**src/rtl/note_sequencer.sv**
```systemverilog
// Command-driven note sequencer: pops NOTE/OFF/WAIT words from a FIFO and drives
// the tone period, gate and envelope trigger pulses of a square-wave voice.
module note_sequencer #(
    parameter int TICK_DIV = 48000
) (
    input  logic        clk,
    input  logic        rst_b,
    input  logic        en,
    input  logic        flush,
    input  logic        fifo_empty,
    input  logic [31:0] fifo_data,
    output logic        fifo_rd_en,
    output logic [22:0] period,
    output logic        gate,
    output logic        note_on,
    output logic        note_off,
    output logic        bad_cmd,
    output logic        busy
);

    localparam logic [2:0] IDLE   = 3'd0;
    localparam logic [2:0] FETCH  = 3'd1;
    localparam logic [2:0] LATCH  = 3'd2;
    localparam logic [2:0] DECODE = 3'd3;
    localparam logic [2:0] WAIT   = 3'd4;

    localparam logic [1:0] OP_NOTE = 2'b00;
    localparam logic [1:0] OP_OFF  = 2'b01;
    localparam logic [1:0] OP_WAIT = 2'b10;

    // 21 bits covers the largest legal TICK_DIV of 2^20
    localparam int         TW        = 21;
    localparam logic [TW-1:0] TICK_LAST = TW'(TICK_DIV - 1);

    logic [2:0]    state;
    logic [31:0]   cmd;
    logic [23:0]   units;
    logic [TW-1:0] tick;

    logic unused_cmd_bits;
    assign unused_cmd_bits = ^cmd[29:24];

    assign fifo_rd_en = (state == FETCH);
    assign busy       = (state != IDLE);

    always_ff @(posedge clk or negedge rst_b) begin
        if (!rst_b) begin
            state    <= IDLE;
            cmd      <= '0;
            units    <= '0;
            tick     <= '0;
            period   <= '0;
            gate     <= 1'b0;
            note_on  <= 1'b0;
            note_off <= 1'b0;
            bad_cmd  <= 1'b0;
        end else begin
            note_on  <= 1'b0;
            note_off <= 1'b0;
            bad_cmd  <= 1'b0;
            // flush overrides every transition; a fetched word is simply dropped
            if (flush) begin
                state <= IDLE;
                units <= '0;
                tick  <= '0;
                if (gate) begin
                    gate     <= 1'b0;
                    note_off <= 1'b1;
                end
            end else begin
                case (state)
                    IDLE: begin
                        if (en && !fifo_empty) state <= FETCH;
                    end
                    FETCH: begin
                        state <= LATCH;
                    end
                    LATCH: begin
                        cmd   <= fifo_data;
                        state <= DECODE;
                    end
                    DECODE: begin
                        state <= IDLE;
                        case (cmd[31:30])
                            OP_NOTE: begin
                                if (cmd[22:0] != 23'd0) begin
                                    period  <= cmd[22:0];
                                    gate    <= 1'b1;
                                    note_on <= 1'b1;
                                end else if (gate) begin
                                    gate     <= 1'b0;
                                    note_off <= 1'b1;
                                end
                            end
                            OP_OFF: begin
                                if (gate) begin
                                    gate     <= 1'b0;
                                    note_off <= 1'b1;
                                end
                            end
                            OP_WAIT: begin
                                if (cmd[23:0] != 24'd0) begin
                                    units <= cmd[23:0];
                                    tick  <= '0;
                                    state <= WAIT;
                                end
                            end
                            default: begin
                                bad_cmd <= 1'b1;
                            end
                        endcase
                    end
                    WAIT: begin
                        // leave on the wrap that consumes the last unit
                        if (tick == TICK_LAST) begin
                            tick  <= '0;
                            units <= units - 24'd1;
                            if (units == 24'd1) state <= IDLE;
                        end else begin
                            tick <= tick + TW'(1);
                        end
                    end
                    default: begin
                        state <= IDLE;
                    end
                endcase
            end
        end
    end

endmodule

```
**config.mk**
```make
export PLATFORM = sky130hd
export DESIGN_NAME = note_sequencer
export DESIGN_NICKNAME = d
export VERILOG_FILES = /design/src/rtl/note_sequencer.sv
export SDC_FILE = /design/constraint.sdc
export NUM_CORES = 1
export LEC_CHECK = 0
export ABC_CLOCK_PERIOD_IN_PS = 2180
export CELL_PAD_IN_SITES_DETAIL_PLACEMENT = 1
export CELL_PAD_IN_SITES_GLOBAL_PLACEMENT = 1
export CORE_ASPECT_RATIO = 1.25
export CORE_UTILIZATION = 39
export CTS_CLUSTER_DIAMETER = 50
export DETAILED_ROUTE_END_ITERATION = 6
export GPL_ROUTABILITY_DRIVEN = 1
export MAX_ROUTING_LAYER = met4
export PLACE_DENSITY = 0.85
export SLEW_MARGIN = 20
export SYNTH_ARGS = -nofsm -noshare
export SYNTH_HDL_FRONTEND = slang
export SYNTH_SLANG_ARGS = --single-unit
```
**constraint.sdc**
```tcl
create_clock -name clk -period 2.18 [get_ports clk]
set_clock_uncertainty 0.15 [all_clocks]
set_input_delay 0.545 -clock clk [delete_from_list [all_inputs] [get_ports clk]]
set_output_delay 0.545 -clock clk [all_outputs]
set_load 0.05 [all_outputs]
```
==> impl_metrics.yaml <==
timing:
  hold_viol_final: 0
  worst_slew_pin_slew_ns: 0.679
  rsz0062_at_grt: "true"
  layout_min_cycle_time_ns: 2.77
  worst_slack_ns: -0.591
  fmaxAchievable_ghz: 0.361
  relSlewSlack_pct: 54.4
  finalCritPeriodShare_pct: 127
  drv_slew: 0
  setup_violations: 73
  timing.hold.ws_ns: 0.374
hold_path:
  hold_path.class: "flip-flop to flip-flop"
floorplanning:
  die_w_um: 104
  dieArea_um2: 13500
  ioPinCount: 66
  die_y_um: 129
  rows: 46
  start_util_pct: 40.0
  core_area_um2: 12700
critical_path:
  crit_slowest_cell: "nor4_4"
  slowest_delay_ns: 0.60
  crit_required_ns: 2.30
  arrival_ns: 2.89
  cpMostUsedCell: "buf_6"
  crit_path_start_kind: "flip-flop"
  worstPathMaxFanout: 7
  worstSetupEndpointType: "flip-flop"
  crit_buf_inv: 5
  path_delay_family: "simple AND/OR/NAND/NOR gates"
  crit_type: "flip-flop to flip-flop"
  critical_path.cell_chain: "nor4_4 > nand4_1 > buf_6 > buf_6 > o21ai_4 > buf_6 > buf_12 > buf_12 > o31ai_1 > o21ai_1"
clocking:
  clk_pin_slew_ns: 0.08
  insertion_delay_ns: 0.38
  clockRootBuffer: "clkbuf_16"
  cts.path.max_buffers: 2
  cts_num_sinks: 101
  h-tree-depth: 3
  cts_tree: "built"
  cts_inserted_buffers: 9
global_route:
  grt_max_degree: 41
  grtUsageMet3_pct: 7.95
  top_usage_layer: "met2"
  grt_pass1_wl_um: 36300
  met2_usage_pct: 62.9
  grt_pass1_vias: 5707
  grtUsageTotal_pct: 37.9
  grt.overflow.total: 0
  grt_use_met1_pct: 40.9
  antenna_found_initial: 1
synth:
  synth.avg_cell_area_um2: 10.6
  ys_ff_latch: 101
  synthesis.nets: 517
  ys.flop_type: "dfrtp_1"
  synthTopCellsByArea: "dfrtp_1 50%, mux2_2 11%, a21oi_1 4.1%, o31ai_1 2.7%, o21ai_0 2.3%"
  post-synth-top-count-cell: "dfrtp_1"
  ys_top_cells_by_count: "101 x dfrtp_1, 50 x mux2_2, 41 x a21oi_1"
  yosysTopAreaCell: "dfrtp_1"
  netlist_instances: 477
  yosysWarnings: 0
  async_flop_share_pct: 100
  ys_types: 61
  syn_area_um2: 5070
  ys_seq_area_share_pct: 49.9
  synth_top_area_share_pct: 49.9
  synth-edff-count: 0
drt:
  post_drt_wl_per_cell_um: 35.1
  first_pass_iters: 5
  ant_nets: 0
  drtIter0Drc: 624
  vias: 5798
  viasPerCell: 7.02
  wirelength_um: 29000
  drc_errors: 0
power:
  leakagePower_nw: 3.51
  total_power_mw: 8.62
  power.density_cell_area_nw_per_um2: 1100
  ir_worst_vdd_mv: 0.594
flow_run:
  cap_violations: 0
cells_and_area:
  nets: 691
  syn2layout_area_growth_pct: 54.2
  drive_gt1_share_pct: 46.5
outcome:
  violations: "setup timing"
  status: "complete, but fails checks"
placement:
  routabilityCongestion: 0.888
  io_buffers: 59
  hpwl_um: 12500
-- area by class of cell --
type | count | area [um^2]
clock buffer | 10 | 239
fill | 1294 | 4850
clock inverter | 6 | 53.8
inverter | 14 | 52.6
tap | 168 | 210
timing repair buffer | 188 | 1770
sequential | 101 | 2540
multi-input combinational | 337 | 2950
antenna | 2 | 5.00
-- where the power goes --
| part | switching [mW] | internal, mW |
|---|---|---|
| Clock | 0.863 | 0.829 |
| Combinational | 2.28 | 1.65 |
| Sequential | 0.649 | 2.35 |
-- metal layers --
layer  wire [um]  up-vias
met4        2960        0
met1        9840     2857
li1            -     2150
met3        3030      252
met5           0        -
met2       13200      539
-- cells in the final DEF (no fill, tap or decap), types with 4 or more instances in the layout --
cell               n
buf_6             14
buf_12             9
nor2_1            23
a21oi_1           36
nor3_1            12
nor4_1             5
and3_1             7
o31ai_1            7
o21ai_2           11
mux2i_1            9
inv_1             14
dfrtp_2            8
a211o_4            4
clkbuf_16         10
nand4_1           12
mux2_2            27
clkdlybuf4s50_1   28
dlygate4sd2_1      9
a22o_1             7
o21ai_0            4
o21ai_1           14
nor4_4             4
buf_4            119
dfrtp_1           93
nor4_2             6
or4_4              4
nand2_1           18
a22oi_1            6
buf_8              4
o31ai_2            8
mux2_4            23
o31ai_4            5
nand3_1           12
-- kinds of logic after synthesis --
| family | Yosys count | share of synthesized area [%] |
|---|---|---|
| AO/OA/AOI/OAI | 128 | 16.2 |
| multiplexers | 59 | 12.9 |
| flip-flops | 101 | 49.9 |
| AND/OR/NAND/NOR | 142 | 16.4 |
| adder cells (fa/ha/maj) | 3 | 0.741 |
| buffers and inverters | 43 | 3.78 |
| XOR/XNOR | 1 | 0.173 |
-- flip-flops by register name, indices dropped and copies added, names as in the netlist --
| name | count |
|---|---|
| note_on | 1 |
| gate | 1 |
| units | 24 |
| bad_cmd | 1 |
| cmd | 26 |
| note_off | 1 |
| tick | 21 |
| period | 23 |
| state | 3 |
-- path summary, 6_finish.rpt --
check | from | to | slack, ns | depth (start not counted)
worst max-delay path | cmd[21]$_DFFE_PN0P_ | units[11]$_DFFE_PN0P_ | -0.59 | 10
min in group asynchronous | rst_b | period[10]$_DFFE_PN0P_ | 0.53 | 2
worst min register to register | tick[12]$_DFFE_PN0P_ | tick[12]$_DFFE_PN0P_ | 0.37 | 1
max in group asynchronous | rst_b | cmd[20]$_DFFE_PN0P_ | 0.75 | 3
worst max register to register | cmd[21]$_DFFE_PN0P_ | units[11]$_DFFE_PN0P_ | -0.59 | 10
worst min-delay path | tick[12]$_DFFE_PN0P_ | tick[12]$_DFFE_PN0P_ | 0.37 | 1
-- metrics by stage --
stage	utilization (%)	worst slack (ns)	TNS (ns)	std cells	instance area (um^2)
6_report	61.7	-0.591	-33.33	826	7810
2_1_floorplan	-	-0.0262	-0.276	477	5090
3_5_place_dp	50.9	-0.529	-31.38	766	6450
3_3_place_gp	50.9	-0.392	-25.54	766	6450
5_1_grt	61.7	-0.604	-34.36	825	7810
4_1_cts	58.0	-0.110	-3.28	808	7340
-- repair_timing --
item | 4_1_cts | 5_1_grt
hold endpoints to repair | 25 | 0
hold buffers | 1 | 0
gates resized for setup | 97 | 80
buffers inserted | 18 | 16
pin swaps | 24 | 29
gates cloned | 8 | 1
endpoints found under the setup margin | 80 | 71
Note: power is estimated with default switching activity, not from simulation.
